$ cat config.mk
export PLATFORM = sky130hd
export DESIGN_NAME = iter_shifter_flat
export DESIGN_NICKNAME = d
export VERILOG_FILES = /design/src/rtl/alu_pkg.sv /design/src/rtl/iter_shifter_if.sv /design/src/rtl/shift_step.sv /design/src/rtl/iter_shifter.sv /design/src/flat_wrapper.sv
export SDC_FILE = /design/constraint.sdc
export NUM_CORES = 1
export LEC_CHECK = 0
export ABC_CLOCK_PERIOD_IN_PS = 1970
export BUFFER_PORTS_ARGS = -buffer_cell sky130_fd_sc_hd__clkbuf_2
export CORE_ASPECT_RATIO = 0.7
export CORE_MARGIN = 3
export CORE_UTILIZATION = 50
export DETAILED_ROUTE_END_ITERATION = 10
export GPL_TIMING_DRIVEN = 0
export PLACE_DENSITY = 0.94
export SYNTH_ARGS = -nofsm -noshare
export SYNTH_HDL_FRONTEND = slang
export SYNTH_SLANG_ARGS = --single-unit
export TNS_END_PERCENT = 1
$ cat constraint.sdc
create_clock -name clk -period 1.97 [get_ports clk]
set_input_delay 0.0985 -clock clk [delete_from_list [all_inputs] [get_ports clk]]
set_output_delay 0.0985 -clock clk [all_outputs]
set_load 0.05 [all_outputs]
$ cat src/rtl/alu_pkg.sv
// rtl/alu_pkg.sv - shared state encoding, control constants and widths for the vALU shift units
package alu_pkg;

  localparam int WIDTH_DEF = 32;
  localparam int CNT_W_DEF = 5;

  // Control encoding shared with the barrel shifter so one decoder drives both units
  localparam logic CTL0_LOGICAL = 1'b1;
  localparam logic CTL1_RIGHT   = 1'b1;

  typedef enum logic [1:0] {
    IDLE  = 2'b00,
    SHIFT = 2'b01,
    DONE  = 2'b10
  } state_e;

endpackage

$ cat src/rtl/iter_shifter_if.sv
// rtl/iter_shifter_if.sv - request/response handshake bundle between the ALU sequencer and iter_shifter
interface iter_shifter_if
  import alu_pkg::*;
#(
  parameter int WIDTH = WIDTH_DEF
);

  logic             start_valid;
  logic             start_ready;
  logic [WIDTH-1:0] A;
  logic [WIDTH-1:0] B;
  logic             ctl0;
  logic             ctl1;
  logic [WIDTH-1:0] out;
  logic             done_valid;
  logic             done_ready;

  modport master (
    output start_valid, A, B, ctl0, ctl1, done_ready,
    input  start_ready, out, done_valid
  );

  modport slave (
    input  start_valid, A, B, ctl0, ctl1, done_ready,
    output start_ready, out, done_valid
  );

endinterface

$ cat src/rtl/shift_step.sv
// rtl/shift_step.sv - combinational one-position SLL/SRL/SRA step
module shift_step
  import alu_pkg::*;
#(
  parameter int WIDTH = WIDTH_DEF
) (
  input  logic [WIDTH-1:0] in,
  input  logic             ctl0,
  input  logic             ctl1,
  output logic [WIDTH-1:0] out
);

  logic fill_bit;

  // Arithmetic left is the same as logical left, so ctl0 only matters for right shifts
  always_comb begin
    fill_bit = (ctl0 == CTL0_LOGICAL) ? 1'b0 : in[WIDTH-1];
    out      = {in[WIDTH-2:0], 1'b0};
    if (ctl1 == CTL1_RIGHT) begin
      out = {fill_bit, in[WIDTH-1:1]};
    end
  end

endmodule

$ cat src/rtl/iter_shifter.sv
// rtl/iter_shifter.sv - multi-cycle shifter moving one bit per clock behind valid/ready handshakes
module iter_shifter
  import alu_pkg::*;
#(
  parameter int WIDTH = WIDTH_DEF,
  parameter int CNT_W = CNT_W_DEF
) (
  input  logic           clk,
  input  logic           rst,
  iter_shifter_if.slave  bus
);

  state_e             state_q, state_d;
  logic [WIDTH-1:0]   data_q, data_d;
  logic [CNT_W-1:0]   cnt_q, cnt_d;
  logic               ctl0_q, ctl0_d;
  logic               ctl1_q, ctl1_d;
  logic [WIDTH-1:0]   step_out;
  logic               start_ready;
  logic               done_valid;
  logic [CNT_W-1:0]   req_cnt;
  logic               unused_b_hi;

  assign req_cnt     = bus.B[CNT_W-1:0];
  assign unused_b_hi = ^bus.B[WIDTH-1:CNT_W];

  shift_step #(
    .WIDTH (WIDTH)
  ) u_step (
    .in   (data_q),
    .ctl0 (ctl0_q),
    .ctl1 (ctl1_q),
    .out  (step_out)
  );

  always_ff @(posedge clk) begin
    if (rst) begin
      state_q <= IDLE;
      data_q  <= '0;
      cnt_q   <= '0;
      ctl0_q  <= 1'b0;
      ctl1_q  <= 1'b0;
    end else begin
      state_q <= state_d;
      data_q  <= data_d;
      cnt_q   <= cnt_d;
      ctl0_q  <= ctl0_d;
      ctl1_q  <= ctl1_d;
    end
  end

  // start_ready is masked by rst so a request can never be seen as accepted during reset
  always_comb begin
    state_d     = state_q;
    data_d      = data_q;
    cnt_d       = cnt_q;
    ctl0_d      = ctl0_q;
    ctl1_d      = ctl1_q;
    start_ready = 1'b0;
    done_valid  = 1'b0;
    case (state_q)
      IDLE: begin
        start_ready = !rst;
        if (bus.start_valid) begin
          data_d  = bus.A;
          cnt_d   = req_cnt;
          ctl0_d  = bus.ctl0;
          ctl1_d  = bus.ctl1;
          state_d = (req_cnt == '0) ? DONE : SHIFT;
        end
      end
      SHIFT: begin
        data_d = step_out;
        cnt_d  = cnt_q - CNT_W'(1);
        if (cnt_q == CNT_W'(1)) begin
          state_d = DONE;
        end
      end
      DONE: begin
        done_valid = 1'b1;
        if (bus.done_ready) begin
          state_d = IDLE;
        end
      end
      default: begin
        state_d = IDLE;
      end
    endcase
  end

  assign bus.start_ready = start_ready;
  assign bus.done_valid  = done_valid;
  assign bus.out         = data_q;

endmodule

$ cat src/flat_wrapper.sv
// flat-port wrapper written by rule: the top's interface ports become plain ports
module iter_shifter_flat import alu_pkg::*;
#(
  parameter int WIDTH = WIDTH_DEF,
  parameter int CNT_W = CNT_W_DEF
)
  (clk, rst, bus_start_valid, bus_A, bus_B, bus_ctl0, bus_ctl1, bus_done_ready, bus_start_ready, bus_out, bus_done_valid);
  iter_shifter_if #(.WIDTH(WIDTH)) bus_i ();
  input  logic clk;
  input  logic rst;
  input wire logic [$bits(bus_i.start_valid)-1:0] bus_start_valid;
  input wire logic [$bits(bus_i.A)-1:0] bus_A;
  input wire logic [$bits(bus_i.B)-1:0] bus_B;
  input wire logic [$bits(bus_i.ctl0)-1:0] bus_ctl0;
  input wire logic [$bits(bus_i.ctl1)-1:0] bus_ctl1;
  input wire logic [$bits(bus_i.done_ready)-1:0] bus_done_ready;
  output wire logic [$bits(bus_i.start_ready)-1:0] bus_start_ready;
  output wire logic [$bits(bus_i.out)-1:0] bus_out;
  output wire logic [$bits(bus_i.done_valid)-1:0] bus_done_valid;
  assign bus_i.start_valid = bus_start_valid;
  assign bus_i.A = bus_A;
  assign bus_i.B = bus_B;
  assign bus_i.ctl0 = bus_ctl0;
  assign bus_i.ctl1 = bus_ctl1;
  assign bus_i.done_ready = bus_done_ready;
  assign bus_start_ready = bus_i.start_ready;
  assign bus_out = bus_i.out;
  assign bus_done_valid = bus_i.done_valid;
  iter_shifter #(.WIDTH(WIDTH), .CNT_W(CNT_W)) u_core (.clk(clk), .rst(rst), .bus(bus_i));
endmodule
* Word-level counts from Yosys, hierarchy flattened *
Cells that the tools add are included.

operators by class
  add/sub/neg operators = 1
  equality and inequality tests = 7
  multiplexer cells = 13
  reductions and logical operators = 8

operator list
  kind                 count
  $mux 32              2
  $pmux 32 s2          1
  $pmux 5 s2           1
  $mux 2               4
  $pmux 2 s3           1
  $reduce_and 3->1     2
  $eq 5x1->1 const B   1
  $logic_not 5->1      1
  $mux 5               1
  $sub 5x1->5 const B  1
  $ne 2x2->1 const B   2
  $reduce_and 2->1     2
  $mux 1               3
  $ne 3x2->1 const B   1
  $eq 2x1->1 const B   1
  $eq 2x2->1 const B   1
  $logic_not 2->1      1
  $ne 2x1->1 const B   1
  $reduce_bool 2->1    1
  $logic_not 1->1      1

storage, ports and cells
  register bits = 41
  bits of input ports = 70
  output and inout bits = 34
  logic and storage cells = 35

* Depth between registers and ports, before layout *
Gate-level depths: netlist of run 1.

  depth in word-level cells = 4
  depth in mapped cells = 6
  gate-level depth less buffers = 5

* Cells and area by module *
A second synthesis of run 1 with hierarchy kept.

unflattened totals
  cells, all modules = 246
  area total of the unflattened synthesis = 2610.0 µm²

by module, submodules not included
  module        instances  cells each  area each (µm²)  sequential area each (µm²)
  iter_shifter  1          207         2094.5           820.8
  shift_step    1          39          515.5            0.0

* Least setup slack after synthesis of run 1 *
OpenSTA, ideal clock, no wires.

  path type = reg-to-output
  start point = register u_core.state_q[0]
  end point = output port bus_start_ready
  arrival time = 1.716 ns
  data required time = 1.871 ns
  slack = 0.155 ns
  stages on the path, launching flop included = 4
  buffers on the path = 2
  cell sequence = dfxtp_1 > buf_6 > clkbuf_1 > nor3_1

on the way
  longest elaborated chain between the ends = 2

ends and longest elaborated chain
  item                      line                source
  start: declaration        iter_shifter.sv:13  state_e state_q, state_d;
  start signal: assignment  iter_shifter.sv:44  state_q <= state_d;
  $logic_not 2->1           iter_shifter.sv:61  case (state_q)
  $mux 1                    iter_shifter.sv:61
  end: declaration          flat_wrapper.sv:17  output wire logic [$bits(bus_i.start_ready)-1:0] bus_start_ready;

Every way passes these cells.

* Worst setup path after layout of run 1 *
Same ends and word-level chain as after synthesis.

==> results of run 1 <==
==> report_power, final <==
group / switching, W / total [W] / internal (W)
Sequential: 0.000156 / 0.00113 / 0.000971
Combinational: 0.000973 / 0.00154 / 0.000568
Clock: 0.000304 / 0.000717 / 0.000413
==> synth_stat cells, types with 2 or more instances <==
| cell type | number | area share, % |
|---|---|---|
| ha_1 | 2 | 0.98 |
| a211oi_1 | 5 | 1.5 |
| a221oi_1 | 3 | 1.0 |
| nand3b_1 | 2 | 0.59 |
| clkbuf_2 | 2 | 0.39 |
| nor3b_1 | 2 | 0.59 |
| o21ai_0 | 34 | 6.7 |
| a22o_1 | 5 | 1.7 |
| a311oi_1 | 2 | 0.69 |
| inv_2 | 2 | 0.30 |
| nor2_1 | 37 | 5.5 |
| a221oi_2 | 22 | 13 |
| mux2_4 | 22 | 13 |
| mux2_2 | 3 | 1.3 |
| dfxtp_1 | 41 | 32 |
| buf_4 | 2 | 0.59 |
| clkbuf_1 | 5 | 0.74 |
| buf_6 | 7 | 3.1 |
| mux2i_1 | 7 | 2.8 |
| buf_12 | 2 | 1.6 |
| inv_1 | 5 | 0.74 |
| a21oi_1 | 8 | 1.6 |
| buf_2 | 6 | 1.2 |
| a31oi_1 | 2 | 0.49 |
| nor3_1 | 6 | 1.2 |
| nand3_1 | 2 | 0.39 |
==> sequential cells by signal (all words and copies together) (netlist names) <==
register and cells:
u_core.bus.out 32, u_core.cnt_q 5, u_core.ctl0_q 1, u_core.ctl1_q 1, u_core.state_q 2
==> final cells by class <==
| cell class | count | share of cell area, % |
|---|---|---|
| Multi-Input combinational cell | 181 | 48.3 |
| Sequential cell | 41 | 26.3 |
| Timing Repair Buffer | 74 | 11.9 |
| Buffer | 24 | 6.18 |
| Clock buffer | 7 | 2.77 |
| Tap cell | 69 | 2.77 |
| Clock inverter | 1 | 0.963 |
| Inverter | 7 | 0.843 |
==> worst max-delay path: cells and delay by family (launching register included) <==
kind | cells | cell delay [ns]
buf+inv | 3 | 0.68
flops | 1 | 0.31
simple gates | 1 | 0.25
==> worst max-delay path by stage <==
stage	startpoint	end	slack [ns]	cells after the start
floorplan	u_core.state_q[0]	bus_start_ready	0.16	3
global placement	u_core.ctl1_q	u_core.bus.out[25]	0.62	5
detailed placement	u_core.ctl1_q	u_core.bus.out[23]	0.56	5
CTS	u_core.state_q[0]	bus_start_ready	0.32	4
global route	u_core.state_q[0]	bus_start_ready	0.20	4
finish	u_core.state_q[0]	bus_start_ready	0.33	4
==> cells by family (layout without fill, tap and decap cells) <==
logic type	after synthesis	after routing	share of synthesized area [%]
mux	32	32	17.1
buf+inv	31	113	8.61
flops	41	41	32.3
fa+ha+maj	2	2	0.984
compound gates	90	90	29.8
simple gates	57	57	11.3
==> metal layers <==
metal / up-vias / GRT usage [%] / routed length (microns)
li1: 1119 / - / -
met1: 1110 / 30.5 / 3110
met2: 98 / 36.2 / 3200
met3: 11 / 6.18 / 476
met4: 0 / 6.58 / 83
met5: - / 0 / 0
==> per-stage QoR <==
stage | cells | utilization, % | hold slack, ns | total power (W)
final | 404 | 64.5 | 0.0424 | 0.00339
after global routing | 404 | 64.5 | 0.0516 | 0.00353
after CTS | 404 | 64.5 | 0.0460 | 0.00338
after detailed placement | 396 | 62.1 | 0.357 | 0.00267
after global placement | 396 | 62.1 | 0.339 | 0.00262
after floorplan | 253 | - | 0.245 | 0.00232
==> flow_summary.json, run 1 <==
{
  "netlist_area_sq_um": 2540,
  "dp_slack_ns": 0.562,
  "cts_hold_buffers": 0,
  "layout.cells.most_common": "clkbuf_2",
  "vias": 2338,
  "mostFrequentLayoutCells": "clkbuf_2, dfxtp_1, nor2_1",
  "cp-end-kind": "output pin",
  "nets": 406,
  "syn_nets": 325,
  "core_sq_um": 4830,
  "root_buffer": "clkbuf_8",
  "slew_violations": 0,
  "critPathArrivalTime_ns": 1.54,
  "hpwl_microns": 4990,
  "die_x_microns": 91.3,
  "synth-seq-cells": 41,
  "worstSetupPathType": "reg2out",
  "drv_cap": 0,
  "post_cts_buffers": 0,
  "grt_pass1_vias": 2222,
  "cellLeakagePower_nw": 1.35,
  "hold_violations": 0,
  "startpoint_type": "flip-flop",
  "clk_pin_slew_ns": 0.08,
  "worstReg2RegEnd": "u_core.bus.out[23]",
  "rows": 21,
  "initial_utilization_pct": 52.6,
  "ys.flop_type": "dfxtp_1",
  "rsz0062_at_grt": "false",
  "setup_ws_ns": 0.331,
  "worst-path-max-fanout": 10,
  "grt_start_max_net_pins": 13,
  "synth_area_per_cell_sq_um": 10.1,
  "min_period_over_period_pct": 83.2,
  "h-tree-depth": 2,
  "path_cells": "buf_6, clkbuf_1, nor3_1, clkbuf_2",
  "setup_tns_ns": 0,
  "cts-buffers-inserted": 5,
  "routabilityCongestion": 0.918,
  "ant_nets": 0,
  "cp.required_ns": 1.87,
  "cts_resized": 0,
  "hp-start": "bus_ctl0",
  "worstHoldPathCells": 3,
  "drt_first_iter_violations": 242,
  "clk_latency_ns": 0.30,
  "wirelength_microns": 6870,
  "rr_worst_depth": 5,
  "yosysWarnings": 0,
  "maxSlewHeadroom_pct": 70.4,
  "critPathMaxStageDelay_ns": 0.31,
  "worstReg2RegStart": "u_core.ctl1_q",
  "r2r_setup_slack_ns": 0.55,
  "grt-ovfl-total": 0,
  "n_antenna_cell": 0,
  "port_buffers": 74,
  "synthArstFlopShare_pct": 0,
  "vias_per_cell": 5.79,
  "design.die.area_sq_um": 5990,
  "fin_crit_ns": 1.64,
  "synthCells": 253,
  "status": "complete, no violations",
  "area_delta_synth_final_pct": 22.5,
  "drcViolationCount": 0,
  "cts_tree": "built",
  "max-vdd-ir-drop_uv": 527,
  "finalSetupViolCount": 0,
  "clock-sinks": 41,
  "multi_input_area_sq_um": 1500,
  "worst_pin_slew_ns": 0.444,
  "drive_gt1_share_pct": 46.6,
  "wl_per_cell_microns": 17.0,
  "antenna_found_initial": 0,
  "seq_area_sq_um": 821,
  "grt_use_total_pct": 22.8,
  "slowest_stage": "dfxtp_1",
  "synth_edf_count": 0,
  "drtPass1Iterations": 4,
  "grt_first_pass_wirelength_microns": 10900,
  "hold_path.class": "in2reg",
  "fin_area_sq_um": 3120,
  "fmax_ghz": 0.610,
  "synth_cell_types": 43,
  "hold_end": "u_core.ctl0_q",
  "die_h_microns": 65.7,
  "clk_path_buf_depth": 2,
  "ys_seq_area_share_pct": 32.3,
  "powerDensity_nw_per_um2": 1090,
  "fill_cells": 402,
  "finalClockSkew_ns": 0.00626,
  "io_pins": 104,
  "dpl_cell_area_sq_um": 3000
}
(Power assumes the default switching activity.)
==> inputs of run 2 (changes only) <==
--- a/config.mk
+++ b/config.mk
@@ -5,14 +5,15 @@
 export SDC_FILE = /design/constraint.sdc
 export NUM_CORES = 1
 export LEC_CHECK = 0
-export ABC_CLOCK_PERIOD_IN_PS = 1970
+export ABC_AREA = 1
+export ABC_CLOCK_PERIOD_IN_PS = 1700
 export BUFFER_PORTS_ARGS = -buffer_cell sky130_fd_sc_hd__clkbuf_2
 export CORE_ASPECT_RATIO = 0.7
 export CORE_MARGIN = 3
-export CORE_UTILIZATION = 50
+export CORE_UTILIZATION = 48
 export DETAILED_ROUTE_END_ITERATION = 10
 export GPL_TIMING_DRIVEN = 0
-export PLACE_DENSITY = 0.94
+export PLACE_DENSITY = 0.93
 export SYNTH_ARGS = -nofsm -noshare
 export SYNTH_HDL_FRONTEND = slang
 export SYNTH_SLANG_ARGS = --single-unit
==> constraint.sdc (replaced) <==
create_clock -name clk -period 1.7 [get_ports clk]
set_input_delay 0.085 -clock clk [delete_from_list [all_inputs] [get_ports clk]]
set_output_delay 0.085 -clock clk [all_outputs]
set_load 0.05 [all_outputs]
==> run 2 against run 1 <==
Against the previous run:
- clock power is 14% lower
- critical path depth stayed put
- setup slack worse by 0.098 ns
- critical path type unchanged
- final area is 6.5% lower
- global-route usage is 0.59 points higher
- via count is 18% higher
- non-clock buffer count stayed put
- synthesized cell count is 53% higher
- final cell count is 32% higher
- critical endpoint unchanged
- sequential share of layout area is 1.8 points higher
- sequential power is 13% higher
==> flow_summary.json, run 2 <==
{
  "status": "complete, no violations",
  "grt_start_max_net_pins": 12,
  "fmax_ghz": 0.682,
  "drt_first_iter_violations": 272,
  "hpwl_microns": 5130,
  "ys.flop_type": "dfxtp_1",
  "fin_area_sq_um": 2910,
  "synth_mux_area_share_pct": 0,
  "cts_resized": 0,
  "clk_latency_ns": 0.29,
  "synth_area_leaders": "dfxtp_1, a21oi_1, nand2_1, inv_1, o21ai_0",
  "slew_violations": 0,
  "synthAdderAreaFrac_pct": 1.05,
  "largest_reg_flops": 32,
  "mostFrequentLayoutCells": "a21oi_1, nand2_1, clkbuf_2",
  "clk_pin_slew_ns": 0.07,
  "worstReg2RegStart": "u_core.ctl1_q",
  "synth_area_per_cell_sq_um": 6.15,
  "ys_seq_area_share_pct": 34.6,
  "cp.required_ns": 1.62,
  "synth_top_family_by_area": "compound AO/OA/AOI/OAI gates",
  "synthArstFlopShare_pct": 0,
  "h-tree-depth": 2,
  "netlist_area_sq_um": 2370,
  "cellLeakagePower_nw": 1.55,
  "cp-end-kind": "output pin",
  "yosysWarnings": 0,
  "wirelength_microns": 6740,
  "core_sq_um": 4550,
  "crit_family": "flip-flops",
  "rsz0062_at_grt": "false",
  "drive_gt1_share_pct": 20.5,
  "hp-start": "bus_ctl0",
  "startpoint_type": "flip-flop",
  "cts_tree": "built",
  "rows": 20,
  "synth_commonest_cells": "a21oi_1, nand2_1, inv_1",
  "wl_per_cell_microns": 12.6,
  "routabilityCongestion": 0.879,
  "drtPass1Iterations": 5,
  "post_cts_buffers": 0,
  "layout.cells.most_common": "a21oi_1",
  "synth_edf_count": 0,
  "synthCells": 386,
  "critPathArrivalTime_ns": 1.38,
  "worst-path-buf-inv": 2,
  "path_cells": "nor2_1, inv_1, nor2_1, clkbuf_2",
  "yosys.area_share.simple_pct": 18.1,
  "maxSlewHeadroom_pct": 66.3,
  "finalClockSkew_ns": 0.00216,
  "drcViolationCount": 0,
  "grt_first_pass_wirelength_microns": 11200,
  "yosysMostFrequentCell": "a21oi_1",
  "io_pins": 104,
  "grt_pass1_vias": 2536,
  "grt-ovfl-total": 0,
  "cts-buffers-inserted": 5,
  "synth-seq-cells": 41,
  "n_antenna_cell": 0,
  "root_buffer": "clkbuf_8",
  "port_buffers": 75,
  "vias": 2754,
  "antenna_found_initial": 0,
  "synth_compound_area_share_pct": 30.4,
  "max-vdd-ir-drop_uv": 534,
  "cts_hold_buffers": 0,
  "slowest_stage": "dfxtp_1",
  "finalSetupViolCount": 0,
  "drv_cap": 0,
  "synth_cell_types": 19,
  "fin_crit_ns": 1.47,
  "worst-path-max-fanout": 6,
  "fill_cells": 444,
  "powerDensity_nw_per_um2": 1210,
  "syn_nets": 458,
  "design.die.area_sq_um": 5840,
  "critPathLaunch": "u_core.state_q[0]",
  "critPathMaxStageDelay_ns": 0.38,
  "nets": 540,
  "vias_per_cell": 5.15,
  "hold_violations": 0,
  "ant_nets": 0,
  "die_h_microns": 64.9,
  "cp_common_cell": "nor2_1",
  "synth_xor_area_share_pct": 0,
  "die_x_microns": 90.1,
  "initial_utilization_pct": 52.1,
  "worst_pin_slew_ns": 0.505,
  "min_period_over_period_pct": 86.3,
  "hold_path.class": "in2reg",
  "setup_tns_ns": 0,
  "yosys.area.top_type": "dfxtp_1",
  "clock-sinks": 41,
  "area_delta_synth_final_pct": 22.7,
  "clk_path_buf_depth": 2,
  "synth.top_cell.area_share_pct": 34.6,
  "dpl_cell_area_sq_um": 2830,
  "worstSetupPathType": "reg2out",
  "grt_use_total_pct": 23.4
}
run 2: cell types whose count changed after synthesis, sizes merged, moves of 19 or more:
cell and change:
a21oi +87, a221oi -25, inv +63, mux2 -25, nand2 +82, nor2 -19
run 2: final cells by class:
cell class / instances / area [sq um] / area share [%]
plain buffers: 23 / 115 / 3.95
clock buffers: 8 / 80.1 / 2.75
inverters: 70 / 263 / 9.02
multi-input cells: 252 / 1180 / 40.4
flip-flops and latches: 41 / 821 / 28.2
well taps: 66 / 82.6 / 2.84
repair buffers: 75 / 375 / 12.9
run 2: worst paths after layout:
kind	cells after the start	slack (ns)	end
hold reg to reg	2	0.47	u_core.ctl0_q
hold / removal	3	0.05	u_core.ctl0_q
setup / recovery	4	0.23	bus_start_ready
setup reg to reg	8	0.31	u_core.bus.out[9]
run 2: cell families (layout without fill, tap and decap cells):
family	count (synthesis)	after routing
buf+inv	93	176
compound gates	141	141
fa+ha+maj	2	2
flops	41	41
simple gates	109	109
run 2: worst register-to-register path, stage by stage, from the launching register on:
cell	delay, ns
dfxtp_1	0.49
inv_2	0.08
buf_2	0.20
buf_6	0.16
a21oi_1	0.16
o21ai_1	0.09
nand2_1	0.07
nand2_1	0.05
inv_1	0.04
run 2: metal layers:
metal / global-route usage (%) / vias to the layer above / wire length, microns
met4: 11.3 / 0 / 190
met2: 37.6 / 138 / 2910
li1: - / 1395 / -
met5: 0 / - / 0
met3: 3.94 / 19 / 596
met1: 30.7 / 1202 / 3050
run 2: stage by stage:
| stage | setup WS (ns) | utilization, % | instances | hold WS, ns | total power (W) |
|---|---|---|---|---|---|
| global route | 0.162 | 64.0 | 535 | 0.0655 | 0.00377 |
| CTS | 0.238 | 64.0 | 535 | 0.0474 | 0.00352 |
| finish | 0.233 | 64.0 | 535 | 0.0502 | 0.00353 |
| detailed placement | 0.356 | 62.2 | 527 | 0.360 | 0.00291 |
| floorplan | 0.101 | - | 386 | 0.250 | 0.00250 |
| global placement | 0.388 | 62.2 | 527 | 0.362 | 0.00287 |
run 2: power breakdown:
part           internal (W)  leakage [nW]  switching (W)  total (W)
sequential          0.00113         0.341       0.000152    0.00128
clock              0.000292        0.0395       0.000327   0.000619
combinational      0.000449          1.17        0.00119    0.00164
total               0.00187          1.55        0.00167    0.00353
==> inputs of run 3 (changes only) <==
--- a/config.mk
+++ b/config.mk
@@ -10,11 +10,12 @@
 export BUFFER_PORTS_ARGS = -buffer_cell sky130_fd_sc_hd__clkbuf_2
 export CORE_ASPECT_RATIO = 0.7
 export CORE_MARGIN = 3
-export CORE_UTILIZATION = 48
+export CORE_UTILIZATION = 47
 export DETAILED_ROUTE_END_ITERATION = 10
 export GPL_TIMING_DRIVEN = 0
-export PLACE_DENSITY = 0.93
+export PLACE_DENSITY = 0.92
 export SYNTH_ARGS = -nofsm -noshare
 export SYNTH_HDL_FRONTEND = slang
+export SYNTH_HIERARCHICAL = 1
 export SYNTH_SLANG_ARGS = --single-unit
 export TNS_END_PERCENT = 1
==> run 3 against run 2 <==
Against the previous run:
- combinational power up 77%
- via count up 2.3%
- global-route usage down 0.098 points
- synthesized cell count down 4.9%
- final cell count down 3.4%
- worst hold slack worse by 0.018 ns
- highest routed layer unchanged
- critical endpoint is now u_core/bus.out[28]
- synthesized area down 2.9%
- first-iteration DRC count down 14%
- total power up 51%
==> flow_summary.json, run 3 <==
{
  "setup_tns_ns": 0,
  "clk_latency_ns": 0.29,
  "ys.flop_type": "dfxtp_1",
  "vias_per_cell": 5.45,
  "cp.required_ns": 1.92,
  "port_buffers": 76,
  "initial_utilization_pct": 50.9,
  "wirelength_microns": 6880,
  "synthCells": 367,
  "grt_first_pass_wirelength_microns": 11300,
  "clk_pin_slew_ns": 0.08,
  "fin_area_sq_um": 2890,
  "cellLeakagePower_nw": 1.49,
  "critPathArrivalTime_ns": 1.62,
  "min_period_over_period_pct": 82.6,
  "dpl_cell_area_sq_um": 2770,
  "netlist_area_sq_um": 2310,
  "cts_hold_buffers": 0,
  "finalClockSkew_ns": 0.00486,
  "drt_first_iter_violations": 233,
  "yosysMostFrequentCell": "nand2_1",
  "fill_cells": 429,
  "h-tree-depth": 2,
  "vias": 2816,
  "io_pins": 104,
  "fin_crit_ns": 1.40,
  "yosys.area.top_type": "dfxtp_1",
  "max-vdd-ir-drop_uv": 823,
  "cts_tree": "built",
  "cts_resized": 0,
  "hpwl_microns": 4890,
  "die_h_microns": 64.6,
  "die_x_microns": 89.7,
  "hold_violations": 0,
  "grt_pass1_vias": 2418,
  "largest_reg_flops": 32,
  "synth_area_per_cell_sq_um": 6.28,
  "worstSetupPathType": "reg2reg",
  "design.die.area_sq_um": 5800,
  "drv_cap": 0,
  "total_power_w": 0.00534,
  "antenna_found_initial": 0,
  "clock-sinks": 41,
  "synth-seq-cells": 41,
  "mostFrequentLayoutCells": "nand2_1, clkbuf_2, dfxtp_1",
  "cts-buffers-inserted": 5,
  "synth_cell_types": 24,
  "drive_gt1_share_pct": 24.4,
  "grt-ovfl-total": 0,
  "clk_path_buf_depth": 2,
  "slew_violations": 0,
  "grt_use_total_pct": 23.3,
  "status": "complete, no violations",
  "finalSetupViolCount": 0,
  "synth_area_leaders": "dfxtp_1, nand2_1, a31oi_1, o21ai_0, buf_6",
  "maxSlewHeadroom_pct": 66.8,
  "n_antenna_cell": 0,
  "core_sq_um": 4530,
  "fmax_ghz": 0.712,
  "layout.cells.most_common": "nand2_1",
  "post_cts_buffers": 0,
  "synth.top_cell.area_share_pct": 35.6,
  "drtPass1Iterations": 6,
  "ys_seq_area_share_pct": 35.6,
  "worst_pin_slew_ns": 0.498,
  "worst-path-max-fanout": 10,
  "syn_nets": 439,
  "area_delta_synth_final_pct": 25.1,
  "utilization_pct": 63.7,
  "synth_commonest_cells": "nand2_1, dfxtp_1, a31oi_1",
  "yosysWarnings": 6,
  "startpoint_type": "flip-flop",
  "routabilityCongestion": 0.868,
  "rows": 20,
  "nets": 522,
  "root_buffer": "clkbuf_8",
  "wl_per_cell_microns": 13.3,
  "hold_path.class": "in2reg",
  "cp-end-kind": "flip-flop",
  "powerDensity_nw_per_um2": 1850,
  "grt_start_max_net_pins": 13,
  "synthArstFlopShare_pct": 0,
  "drcViolationCount": 0,
  "rsz0062_at_grt": "false",
  "synth_edf_count": 0,
  "ant_nets": 0
}
run 3: worst paths after layout:
| path | depth (start not counted) | slack (ns) | startpoint | endpoint |
|---|---|---|---|---|
| worst min-delay path | 3 | 0.03 | bus_A[19] | u_core/bus.out[19] |
| worst max-delay path | 6 | 0.30 | u_core/state_q[1] | u_core/bus.out[28] |
| worst min register to register | 2 | 0.50 | u_core/ctl0_q | u_core/ctl0_q |
| worst max register to register | 6 | 0.30 | u_core/state_q[1] | u_core/bus.out[28] |
run 3: layer usage:
| layer | share of wire, % | global-route usage (%) |
|---|---|---|
| met5 | 0 | 0 |
| met4 | 2.1 | 8.60 |
| met3 | 10 | 4.41 |
| met2 | 45 | 36.8 |
| met1 | 43 | 31.8 |
run 3: final cells by class:
cell class                 instances  area, sq um  share of cell area [%]
clock inverter                     1         30.0                    1.04
multi-input combinational        285         1260                    43.7
tap                               66         82.6                    2.86
sequential                        41          821                    28.4
buffer                            24          159                    5.51
inverter                          17         66.3                    2.30
timing repair buffer              76          380                    13.2
clock buffer                       7         86.3                    2.99
run 3: power by group:
group	switching (W)	internal, W	total (W)
Combinational	0.00210	0.000799	0.00290
Sequential	0.000341	0.00128	0.00162
Clock	0.000338	0.000479	0.000817
run 3: cells by family (layout without fill, tap and decap cells):
logic type      Yosys count  in the layout  share of synthesized area (%)
fa+ha+maj                 2              2                           1.09
compound gates           80             80                           19.3
simple gates            203            203                           34.2
flops                    41             41                           35.6
buf+inv                  41            125                           9.77
run 3: metrics by stage:
step,setup WS (ns),hold WS [ns],cells
finish,0.296,0.0325,517
global route,0.164,0.0349,517
CTS,0.304,0.0273,517
detailed placement,0.342,0.341,509
global placement,0.387,0.340,509
floorplan,0.108,0.154,367
run 3: worst max-delay path, cell delays in order, from the launching register on:
cell and delay (ns):
dfxtp_1 0.39, inv_2 0.05, nand2_2 0.12, buf_2 0.25, buf_2 0.25, nand2_1 0.10
a31oi_1 0.17
